**config.mk**
```make
export PLATFORM = sky130hd
export DESIGN_NAME = reg_file
export DESIGN_NICKNAME = d
export VERILOG_FILES = /design/src/rtl/reg_file.sv
export SDC_FILE = /design/constraint.sdc
export NUM_CORES = 2
export LEC_CHECK = 0
export ABC_CLOCK_PERIOD_IN_PS = 38700
export CAP_MARGIN = 25
export CORE_MARGIN = 4
export CORE_UTILIZATION = 27
export CTS_BUF_LIST = sky130_fd_sc_hd__clkbuf_4 sky130_fd_sc_hd__clkbuf_8 sky130_fd_sc_hd__clkbuf_16
export CTS_CLUSTER_SIZE = 40
export DETAILED_ROUTE_END_ITERATION = 8
export PLACE_DENSITY = 0.41
export SYNTH_ARGS = -nofsm -noshare
export SYNTH_HDL_FRONTEND = slang
export SYNTH_SLANG_ARGS = --single-unit
```
**constraint.sdc**
```tcl
create_clock -name clk -period 38.7 [get_ports clk]
set_input_delay 5.805 -clock clk [delete_from_list [all_inputs] [get_ports clk]]
set_output_delay 5.805 -clock clk [all_outputs]
set_load 0.01 [all_outputs]
```
**src/rtl/reg_file.sv**
```systemverilog
// -----------------------------------------------------------------------------
// reg_file
// Architectural register file for the single-cycle processor.
// Two combinational read ports feed the ALU operands, one synchronous write
// port takes the writeback result, and a third combinational port serves
// debug reads. Register 0 is hardwired to zero. A per-register written mask
// and a wrapping accepted-write counter track write activity since reset.
//
// Ports
//   clk          rising-edge clock for all state
//   reset        asynchronous, active-high; clears registers, mask, counter
//   rs1_addr     read port 1 index      -> read_data1
//   rs2_addr     read port 2 index      -> read_data2
//   dbg_addr     debug read index       -> dbg_data
//   reg_write    write enable
//   rd_addr      write index
//   write_data   writeback value
//   written_mask bit i set once register i has accepted a write
//   write_count  accepted writes since reset, wraps modulo 2^CNT_WIDTH
// -----------------------------------------------------------------------------
module reg_file #(
    parameter int DATA_WIDTH = 32,
    parameter int NUM_REGS   = 32,
    parameter int ADDR_WIDTH = 5,
    parameter int CNT_WIDTH  = 32
) (
    input  logic                  clk,
    input  logic                  reset,
    input  logic [ADDR_WIDTH-1:0] rs1_addr,
    input  logic [ADDR_WIDTH-1:0] rs2_addr,
    output logic [DATA_WIDTH-1:0] read_data1,
    output logic [DATA_WIDTH-1:0] read_data2,
    input  logic                  reg_write,
    input  logic [ADDR_WIDTH-1:0] rd_addr,
    input  logic [DATA_WIDTH-1:0] write_data,
    input  logic [ADDR_WIDTH-1:0] dbg_addr,
    output logic [DATA_WIDTH-1:0] dbg_data,
    output logic [NUM_REGS-1:0]   written_mask,
    output logic [CNT_WIDTH-1:0]  write_count
);

    // One bit wider than the index so NUM_REGS = 2^ADDR_WIDTH is representable.
    localparam logic [ADDR_WIDTH:0] NUM_REGS_W = (ADDR_WIDTH+1)'(NUM_REGS);

    // Register 0 has no storage; the array starts at index 1.
    logic [NUM_REGS-1:1][DATA_WIDTH-1:0] regs_r;
    logic [NUM_REGS-1:1]                 mask_r;
    logic [CNT_WIDTH-1:0]                count_r;

    logic                                wr_accept_s;
    logic [NUM_REGS-1:1]                 wr_sel_s;

    // Read mux: index 0 and indices beyond the implemented registers give zero.
    // Searching only the implemented indices avoids any out-of-bounds select.
    function automatic logic [DATA_WIDTH-1:0] read_sel(
        input logic [NUM_REGS-1:1][DATA_WIDTH-1:0] regs,
        input logic [ADDR_WIDTH-1:0]               addr
    );
        logic [DATA_WIDTH-1:0] result;
        result = {DATA_WIDTH{1'b0}};
        for (int i = 1; i < NUM_REGS; i++) begin
            result = (addr == ADDR_WIDTH'(i)) ? regs[i] : result;
        end
        return result;
    endfunction

    assign read_data1   = read_sel(regs_r, rs1_addr);
    assign read_data2   = read_sel(regs_r, rs2_addr);
    assign dbg_data     = read_sel(regs_r, dbg_addr);
    assign written_mask = {mask_r, 1'b0};
    assign write_count  = count_r;

    // Write qualification: only non-zero, in-range indices are accepted.
    always_comb begin
        wr_accept_s = 1'b0;
        wr_sel_s    = {(NUM_REGS-1){1'b0}};
        if (reg_write && (rd_addr != {ADDR_WIDTH{1'b0}}) &&
            ({1'b0, rd_addr} < NUM_REGS_W)) begin
            wr_accept_s = 1'b1;
            for (int i = 1; i < NUM_REGS; i++) begin
                wr_sel_s[i] = (rd_addr == ADDR_WIDTH'(i));
            end
        end else begin
            wr_accept_s = 1'b0;
        end
    end

    // Register storage: load the selected register on an accepted write.
    always_ff @(posedge clk or posedge reset) begin
        if (reset) begin
            regs_r <= {((NUM_REGS-1)*DATA_WIDTH){1'b0}};
        end else begin
            for (int i = 1; i < NUM_REGS; i++) begin
                regs_r[i] <= wr_sel_s[i] ? write_data : regs_r[i];
            end
        end
    end

    // Written mask: sticky per-register flags, cleared only by reset.
    always_ff @(posedge clk or posedge reset) begin
        if (reset) begin
            mask_r <= {(NUM_REGS-1){1'b0}};
        end else begin
            mask_r <= mask_r | wr_sel_s;
        end
    end

    // Accepted-write counter: free-running, wraps without saturation.
    always_ff @(posedge clk or posedge reset) begin
        if (reset) begin
            count_r <= {CNT_WIDTH{1'b0}};
        end else if (wr_accept_s) begin
            count_r <= count_r + {{(CNT_WIDTH-1){1'b0}}, 1'b1};
        end else begin
            count_r <= count_r;
        end
    end

endmodule

```
* Word level (Yosys, flattened, before mapping)
Index checks and enable logic that the tools add are counted.
** Word-level totals
- Bits in registers :: 1055
- Output and inout port bits :: 160
- Word-level logic and storage cells :: 256
- Input bits :: 55
** Cells by class
- Bitwise gates (word level) :: 1
- Reduce and logical (&&, ||, !) cells :: 2
- Multiplexer cells :: 95
- Add/subtract/negate cells :: 1
- Equality and inequality tests :: 124
** Operator list (number)
- 32-bit 2-to-1 mux :: 93
- 5-bit == test (second input constant) :: 64
- 5-bit by 4-bit == test with 1-bit output (second input constant) :: 32
- 5-bit by 3-bit == test with 1-bit output (second input constant) :: 16
- 5-bit by 2-bit == test with 1-bit output (second input constant) :: 8
- 32-bit by 1-bit adder with 32-bit output (second input constant) :: 1
- 31-bit 2-to-1 mux :: 1
- 31-bit bitwise OR :: 1
- 5-bit by 1-bit == test with 1-bit output (second input constant) :: 4
- 5-bit nonzero test :: 1
- 1-bit logical AND :: 1
- 1-bit 2-to-1 mux :: 1

* Longest topological paths before layout
- Word-level depth :: 32
- Depth in mapped cells :: 12
- Mapped depth without buffers :: 7

* Worst setup path before layout
OpenSTA, ideal clock, no wires.
- Path type :: input -> output
- From :: in rs2_addr[2]
- To :: out read_data2[27]
- Arrival time :: 7.514 ns
- Path slack :: 25.381 ns
- Required time :: 32.895 ns
- Path buffers :: 3
- Stages :: 9
- Cells stage by stage :: buf_4 > buf_6 > or3b_1 > nor2_4 > buf_2 > a22oi_1 > o211ai_1 > a2111oi_2 > nor4_1
** On the way
- Word-level cells in the longest chain between the ends :: 32
- Elaborated cells between the ends (all ways) :: 62
- Those cells by class :: 31 x eq/ne; 31 x mux
** Ends and longest elaborated chain
- start: declaration :: RTL line 30 : input logic [ADDR_WIDTH-1:0] rs2_addr,
- 5-bit by 1-bit == test with 1-bit output :: RTL line 62 : result = (addr == ADDR_WIDTH'(i)) ? regs[i] : result;
- 32-bit 2-to-1 mux (30 in a row) :: RTL line 62
- 32-bit 2-to-1 mux (*) :: RTL line 62
- end: declaration :: RTL line 32 : output logic [DATA_WIDTH-1:0] read_data2,
Every way passes the cells marked *; elsewhere a longest branch is shown, timed or not.

* Worst setup path after layout
- From :: in rs1_addr[1]
- To :: out read_data1[14]
** On the way
- Word-level cells in the longest chain between the ends :: 32
- Elaborated cells between the ends (all ways) :: 62
- Those cells by class :: 31 x eq/ne; 31 x mux
** Ends and longest elaborated chain
- start: declaration :: RTL line 29 : input logic [ADDR_WIDTH-1:0] rs1_addr,
- 5-bit by 1-bit == test with 1-bit output :: RTL line 62
- 32-bit 2-to-1 mux (30 in a row) :: RTL line 62
- 32-bit 2-to-1 mux (*) :: RTL line 62
- end: declaration :: RTL line 31 : output logic [DATA_WIDTH-1:0] read_data1,
Marks and branches as above.

==> flow_summary.ini <==
[timing]
relSlewSlack_pct = 6.53
skew_ps = 5.70
setup_viol = 0
setup_tns_ps = 0
fin_crit_ps = 17280
rsz0062_at_grt = false
worst_pin_slew_ps = 1390
maxSlewViolCount = 0
fin_crit_sh_pct = 44.6
finalHoldViolCount = 0
timing.hold.ws_ps = 462
fmax_mhz = 57.9

[worst_setup_path]
endpoint_kind = output port
worstSetupPathType = input port to output port
worstPathArrival_ps = 11470
critical_path.startpoint_type = input port
crit_required_ps = 32900
cp_max_fo = 44

[route]
met1Wirelength_um = 169000
viasPerCell = 6.78
drc = 4
topRoutingLayerUsed = met5
initialDrtViolationCount = 12365
routedWlPerCell_um = 43.6
routed_wl_um = 439000
dr_wl_met2_um = 176000
num_vias = 68303
ant_nets = 0
route.met3.wl_um = 59300
drtPass1Iterations = 9

[floorplan]
core_area_um2 = 241000
fp.dieW_um = 501
die_h_um = 501
die-area_um2 = 251000
start_util_pct = 27.2
std_cell_rows = 180
num_io_pins = 215

[finish]
final_cells = 10079
final_core_util_pct = 31.7
fillers = 24848
area_delta_synth_final_pct = 16.4
drive_above_1_share_pct = 27.3
nets = 6826
multi_input_area_um2 = 36600
ff_latch_area_um2 = 26400

[power_and_ir_drop]
totalPowerFinal_uw = 3750
power_density_nw_per_um2 = 49.0
ir_drop_mv = 0.0533
p_leak_uw = 0.0308

[synth]
synth_top_area_cell = dfrtp_1
synth_compound_area_share_pct = 24.4
synth_edf_count = 0
synth_common_cells = mux2_2, dfrtp_1, a21oi_1
synthArstFlopShare_pct = 100
ys_types = 109
synth_warnings = 0
avgSynthCellArea_um2 = 9.73
seq_area_frac_synth_pct = 40.2
yosysTopAreaCellShare_pct = 40.2
yosysMostFrequentCell = mux2_2
syn-num-nets = 6805
netlist_area_um2 = 65700
synthAdderAreaFrac_pct = 0.0191
synth_top_family_by_area = compound AO/OA/AOI/OAI gates
synth_cells = 6749
synth_area_leaders = dfrtp_1, mux2_2, a21oi_1
synthSimpleGateAreaFrac_pct = 9.51
ys_seq_elements = 1055
synth_xor_area_share_pct = 0.413
synth-main-ff-cell = dfrtp_1
synth_mux_area_share_pct = 20.7

[cts]
cts_root_buffer = clkbuf_16
insertion_delay_ps = 820
numClockSinks = 1055
post_cts.repair.setup_buffers = 0
htreeDepth = 4
clk_path_buf_depth = 3
cts_resized = 0
cts.clk_slew.worst_paths_ps = 60
ctsHoldBuffers = 0
cts_buffers = 133
cts_tree = done

[flow_run]
cap_violations = 0

[placement]
port_buffers = 213
dp_cells = 9804
dp_hpwl_um = 294000
place.gp.congestion = 1.08

[global_route]
grt_overflow = 0
grt_pass1_vias = 63676
grt_max_degree = 142
antenna_found_initial = 44
grt_usage_pct = 33.6
grt_pass1_wl_um = 585000

[run_status]
violations = DRC
outcome = complete, but fails checks

[hold_path]
hp-class = register to register
==> worst paths after layout <==
kind / to / slack [ps] / startpoint / depth (start not counted)
worst max-delay path: read_data1[14] / 21420 / rs1_addr[1] / 11
worst min-delay path: mask_r[29] / 460 / mask_r[29] / 1
worst max register to register: write_count[31] / 36350 / write_count[11] / 7
worst min register to register: mask_r[29] / 460 / mask_r[29] / 1
max in group asynchronous: regs_r[648] / 28850 / reset / 7
min in group asynchronous: regs_r[127] / 5540 / reset / 2
==> worst max-delay path, stage by stage <==
cell,delay (ps)
clkbuf_8,360
buf_4,570
buf_4,760
buf_4,580
mux2_2,260
a221oi_1,60
a2111oi_0,870
a211o_1,390
o211ai_1,230
a311oi_1,710
clkdlybuf4s50_1,700
==> power by group <==
group	internal [µW]	leakage (µW)	switching, µW
clock network	760	0.00222	539
registers	1320	0.0134	318
logic	343	0.0151	469
==> cell type report <==
| type | count | share of cell area (%) |
|---|---|---|
| diodes | 28 | 0.0917 |
| clock buffers | 193 | 5.24 |
| clock inverters | 38 | 0.581 |
| inverters | 26 | 0.141 |
| multi-input cells | 4995 | 47.9 |
| flip-flops and latches | 1055 | 34.5 |
| well taps | 3185 | 5.21 |
| repair buffers | 559 | 6.28 |
==> logic make-up after synthesis <==
group / Yosys count
DFF: 1055
other: 1
buffers and inverters: 699
adders and majority gates: 1
muxes: 1215
and+or+nand+nor: 1296
AOI/OAI and AO/OA: 2451
xor gates and xnor gates: 31
==> stage by stage <==
stage	setup WS, ps	area (µm²)
finish	21420	76400
floorplan	3200	65700
global route	21790	76400
CTS	21940	76200
detailed placement	21940	71800
global placement	21900	71700
==> flip-flops by register name, indices dropped and copies added (netlist names) <==
| name | cells |
|---|---|
| regs_r | 992 |
| write_count | 32 |
| mask_r | 31 |
==> per-layer routing <==
layer / up-vias / GRT usage, %
met3: 1709 / 13.8
met5: - / 0
met1: 34471 / 42.5
li1: 25941 / -
met4: 26 / 21.2
met2: 6156 / 47.1
==> placed cells by master (no fill, tap or decap), types with 119 or more instances in the layout <==
cell,instances
a21oi_1,556
o221ai_1,162
mux2i_1,119
a211oi_1,124
clkdlybuf4s50_1,196
dfrtp_1,1055
o21ai_0,543
o22ai_1,327
nand2_1,326
buf_4,324
mux2_2,1091
nor2_1,392
clkbuf_16,139
No activity file was read; power rests on OpenSTA's default activity.
